## src/rtl/oh_norn_filt.sv

```systemverilog
// Multi-channel NOR/OR/NAND/AND reduction with a per-channel stability filter.
// Each channel provides a debounced level, rise/fall pulses and a sticky status bit.
module oh_norn_filt #(
  parameter int unsigned N     = 2,
  parameter int unsigned CH    = 1,
  parameter int unsigned DEPTH = 4,
  parameter int unsigned SYNC  = 0
) (
  input  logic            clk,
  input  logic            nreset,
  input  logic            en,
  input  logic [1:0]      mode,
  input  logic [CH*N-1:0] in,
  input  logic [CH-1:0]   clear,
  output logic [CH-1:0]   z,
  output logic [CH-1:0]   rise,
  output logic [CH-1:0]   fall,
  output logic [CH-1:0]   sticky
);

  localparam int unsigned CW = (DEPTH > 1) ? $clog2(DEPTH) : 1;

  typedef enum logic [1:0] {StInit, StStable, StPend} state_e;

  state_e          state_q [CH];
  logic [CW-1:0]   cnt_q   [CH];
  logic [CH-1:0]   z_q, rise_q, fall_q, sticky_q;
  logic [CH*N-1:0] in_s;
  logic [CH-1:0]   raw;
  logic [CH-1:0]   flip;

  if (SYNC != 0) begin : g_sync
    logic [CH*N-1:0] sync1_q, sync2_q;
    always_ff @(posedge clk or negedge nreset) begin
      if (!nreset) begin
        sync1_q <= '0;
        sync2_q <= '0;
      end else begin
        sync1_q <= in;
        sync2_q <= sync1_q;
      end
    end
    assign in_s = sync2_q;
  end else begin : g_nosync
    assign in_s = in;
  end

  function automatic logic reduce(input logic [1:0] m, input logic [N-1:0] v);
    case (m)
      2'b00:   return ~(|v);
      2'b01:   return |v;
      2'b10:   return ~(&v);
      default: return &v;
    endcase
  endfunction

  always_comb begin
    raw = '0;
    for (int c = 0; c < CH; c++) begin
      raw[c] = reduce(mode, in_s[c*N +: N]);
    end
  end

  // flip marks the edge at which a channel's z toggles; it drives pulses and sticky.
  always_comb begin
    flip = '0;
    for (int c = 0; c < CH; c++) begin
      if (en && (raw[c] != z_q[c])) begin
        case (state_q[c])
          StStable: flip[c] = (DEPTH == 1);
          StPend:   flip[c] = (cnt_q[c] == CW'(DEPTH - 1));
          default:  flip[c] = 1'b0;
        endcase
      end
    end
  end

  always_ff @(posedge clk or negedge nreset) begin
    if (!nreset) begin
      z_q      <= '0;
      rise_q   <= '0;
      fall_q   <= '0;
      sticky_q <= '0;
      for (int c = 0; c < CH; c++) begin
        state_q[c] <= StInit;
        cnt_q[c]   <= '0;
      end
    end else begin
      for (int c = 0; c < CH; c++) begin
        rise_q[c] <= flip[c] & ~z_q[c];
        fall_q[c] <= flip[c] & z_q[c];
        if (flip[c]) begin
          sticky_q[c] <= 1'b1;
        end else if (clear[c]) begin
          sticky_q[c] <= 1'b0;
        end
        if (en) begin
          case (state_q[c])
            StInit: begin
              z_q[c]     <= raw[c];
              state_q[c] <= StStable;
            end
            StStable: begin
              if (flip[c]) begin
                z_q[c] <= ~z_q[c];
              end else if (raw[c] != z_q[c]) begin
                cnt_q[c]   <= CW'(1);
                state_q[c] <= StPend;
              end
            end
            StPend: begin
              if (raw[c] == z_q[c] || flip[c]) begin
                if (flip[c]) z_q[c] <= ~z_q[c];
                cnt_q[c]   <= '0;
                state_q[c] <= StStable;
              end else begin
                cnt_q[c] <= cnt_q[c] + CW'(1);
              end
            end
            default: begin
              cnt_q[c]   <= '0;
              state_q[c] <= StInit;
            end
          endcase
        end
      end
    end
  end

  assign z      = z_q;
  assign rise   = rise_q;
  assign fall   = fall_q;
  assign sticky = sticky_q;

endmodule
```

## config.mk

```make
export PLATFORM = sky130hd
export DESIGN_NAME = oh_norn_filt
export DESIGN_NICKNAME = d
export VERILOG_FILES = /design/src/rtl/oh_norn_filt.sv
export SDC_FILE = /design/constraint.sdc
export NUM_CORES = 1
export LEC_CHECK = 0
export BUFFER_PORTS_ARGS = -buffer_cell sky130_fd_sc_hd__buf_2
export CELL_PAD_IN_SITES_DETAIL_PLACEMENT = 1
export CELL_PAD_IN_SITES_GLOBAL_PLACEMENT = 1
export CORE_MARGIN = 4
export CORE_UTILIZATION = 39
export CTS_CLUSTER_DIAMETER = 100
export DETAILED_ROUTE_END_ITERATION = 8
export PLACE_DENSITY = 0.83
export SETUP_SLACK_MARGIN = 0.4
export SYNTH_ARGS = -nofsm -noshare
export SYNTH_HDL_FRONTEND = slang
export SYNTH_SLANG_ARGS = --single-unit
```

## constraint.sdc

```tcl
create_clock -name clk -period 2.4 [get_ports clk]
set_input_delay 0.24 -clock clk [delete_from_list [all_inputs] [get_ports clk]]
set_output_delay 0.24 -clock clk [all_outputs]
set_load 0.05 [all_outputs]
```

==> metrics.cfg <==
[clocking]
htreeDepth = 1
cts_setup_buffers = 0
clk_pin_slew_ps = 50
cts_made_buffers = 3
root_buffer = clkbuf_4
clkSinkCount = 8
clk_latency_ps = 260
tritoncts = done
cts_resized = 0
hold_buffers = 1
cts_buffer_depth = 2

[worst_setup_path]
crit_path_top_delay_cell = dfrtp_1
path_cells = inv_1 -> ha_1 -> and3_1 -> nor2_2 -> mux2_4 -> a221o_1
critPathMaxStageDelay_ps = 380
crit_path_start_kind = register
r2r_start = state_q[0]$_DFFE_PN0P_
crit_buf_inv = 1
startpoint = state_q[0]$_DFFE_PN0P_
critPathMaxFanout = 5
cp_data_required_time_ps = 2540
reg2reg_setup_slack_ps = 590
cp_top_family = flip-flops
end_kind = register
cp.arrival_ps = 1960
r2r-end = cnt_q[0]$_DFFE_PN0P_
reg2regPathDepth = 6
crit_type = register to register

[routing]
wl_per_cell_um = 14.29
final_antenna_net_count = 0
vias = 421
finalWirelength_mm = 1.143
via_per_inst = 5.263
drt_iter0_markers = 0
first_pass_iters = 1
drc = 0

[pwr]
p_sw_share_pct = 42.11
power_switching_uw = 278.7
powerDensity_nw_per_um2 = 1019
power_frac_seq_pct = 30.3
p_clk_share_pct = 16.1
p_total_uw = 661.9
internal_power_uw = 383.2
p_leak_uw = 0.0003373
pwr-share-comb_pct = 53.6
max-vdd-ir-drop_uv = 485.4

[timing]
slew_viol_final = 0
period_share_pct = 75.58
slew_headroom_pct = 73.51
period_needed_ps = 1814
tightest_slew_ps = 395.0
finalHoldViolations = 0
rsz0062_at_grt = false
max_freq_mhz = 551.3
finalSetupViolCount = 0
whs_ps = 166.3
finalSetupTns_ps = 0
clock-skew-final_ps = 0.3814

[die]
die_h_um = 45.32
rows = 13
die_area_um2 = 2053
core_area_um2 = 1301
start_util_pct = 41.73
io-pin-count = 12
die_w_um = 45.32

[layout]
num_antenna_cells = 0
fin_area_um2 = 649.4
layout_commonest_cell = buf_2
area_growth_pct = 19.59
layout-drive-gt1-share_pct = 30.77
fillCellCount = 151
fin_nets = 80
final_cell_mix = buf_2, dfrtp_1, inv_1

[placed_design]
gp_congestion = 0.7226
placed_area_um2 = 616.8
dp_hpwl_um = 962.8
portBuffers = 11

[synth]
ys.warnings.count = 0
synth_area_leaders = dfrtp_1, ha_1, xnor2_4
syn_nets = 63
syn_avg_cell_area_um2 = 10.86
ys_seq_area_share_pct = 36.87
synth-seq-cells = 8
synth.top_cell.area_share_pct = 36.87
syn_inst = 50
yosys.area.top_type = dfrtp_1
synth_area_um2 = 543.0
synth_cell_type_count = 29

[worst_hold_path]
hold_path_end = sticky$_DFFE_PN0P_
whs_path_depth = 2
hp-class = input port to register
hold_start = clear

[global_route]
grt_usage_pct = 15.38
antenna_found_initial = 0
grt_pass1_vias = 486
grt-ovfl-total = 0
grt_pass1_wl_mm = 2.076
grt_max_degree = 9

[status]
status = finished, final reports clean

[run]
cap_violations = 0

through the flow:
stage	cells	utilization (%)	setup slack [ps]
3_5_place_dp	76	47.40	592.6
3_3_place_gp	76	47.40	638.0
4_1_cts	80	49.90	568.3
5_1_grt	80	49.90	480.1
6_report	80	49.90	586.1
2_1_floorplan	50	-	572.6
registers in the layout (all words and copies together), names as in the netlist:
signal and flops:
cnt_q 2, state_q 2, fall 1, rise 1
sticky 1, z 1
final cells by class:
type | instances | area, um2 | area share [%]
Sequential cell | 8 | 200.2 | 30.83
Tap cell | 15 | 18.77 | 2.890
Clock buffer | 3 | 22.52 | 3.468
Multi-Input combinational cell | 36 | 320.3 | 49.33
Timing Repair Buffer | 12 | 65.06 | 10.02
Inverter | 6 | 22.52 | 3.468
logic make-up after synthesis:
kind of cell	after synthesis	synth area share, %
buffers and inverters	6	4.147
muxes	3	6.451
AOI/OAI and AO/OA	12	17.05
adders and majority gates	6	13.59
and+or+nand+nor	12	12.21
DFF	8	36.87
xor gates and xnor gates	3	9.679
how the worst max path moves through the flow:
stage | to | slack [ps] | depth (start not counted)
finish | cnt_q[0]$_DFFE_PN0P_ | 590 | 6
floorplan | cnt_q[0]$_DFFE_PN0P_ | 570 | 5
detailed placement | cnt_q[0]$_DFFE_PN0P_ | 590 | 6
global placement | cnt_q[0]$_DFFE_PN0P_ | 640 | 6
global route | cnt_q[0]$_DFFE_PN0P_ | 480 | 6
CTS | cnt_q[0]$_DFFE_PN0P_ | 570 | 6
synth_stat cells:
master and number:
nor2_2 1, xnor2_2 1, nand3_1 1, nor2b_1 2, o31ai_2 1, o31ai_1 1, xor2_1 1, a41o_1 1
a221o_1 1, and3_1 2, mux2_4 1, maj3_2 1, nand2_1 1, a21oi_1 1, dfrtp_1 8, inv_1 6
ha_1 5, a211oi_1 1, o22a_1 1, nor3_1 2, and2_1 1, nor2_1 1, o21bai_1 1, xnor2_4 1
a21boi_0 1, o22ai_1 1, o21ai_1 2, or2_1 1, mux2i_1 2
power groups by stage:
stage	clock, uW	combinational, uW	sequential [uW]
3_3_place_gp	0	347	202
4_1_cts	114	364	203
5_1_grt	125	407	208
3_5_place_dp	0	360	205
6_report	106	355	201
2_1_floorplan	0	257	223
layer usage:
layer | up-vias | routed length (um) | GRT usage [%]
met5 | - | 0 | 0
met4 | 0 | 23 | 8.772
met3 | 3 | 82 | 8.765
met2 | 9 | 597 | 25.99
met1 | 201 | 440 | 14.36
li1 | 208 | - | -
Power figures use the tool's default switching activity.
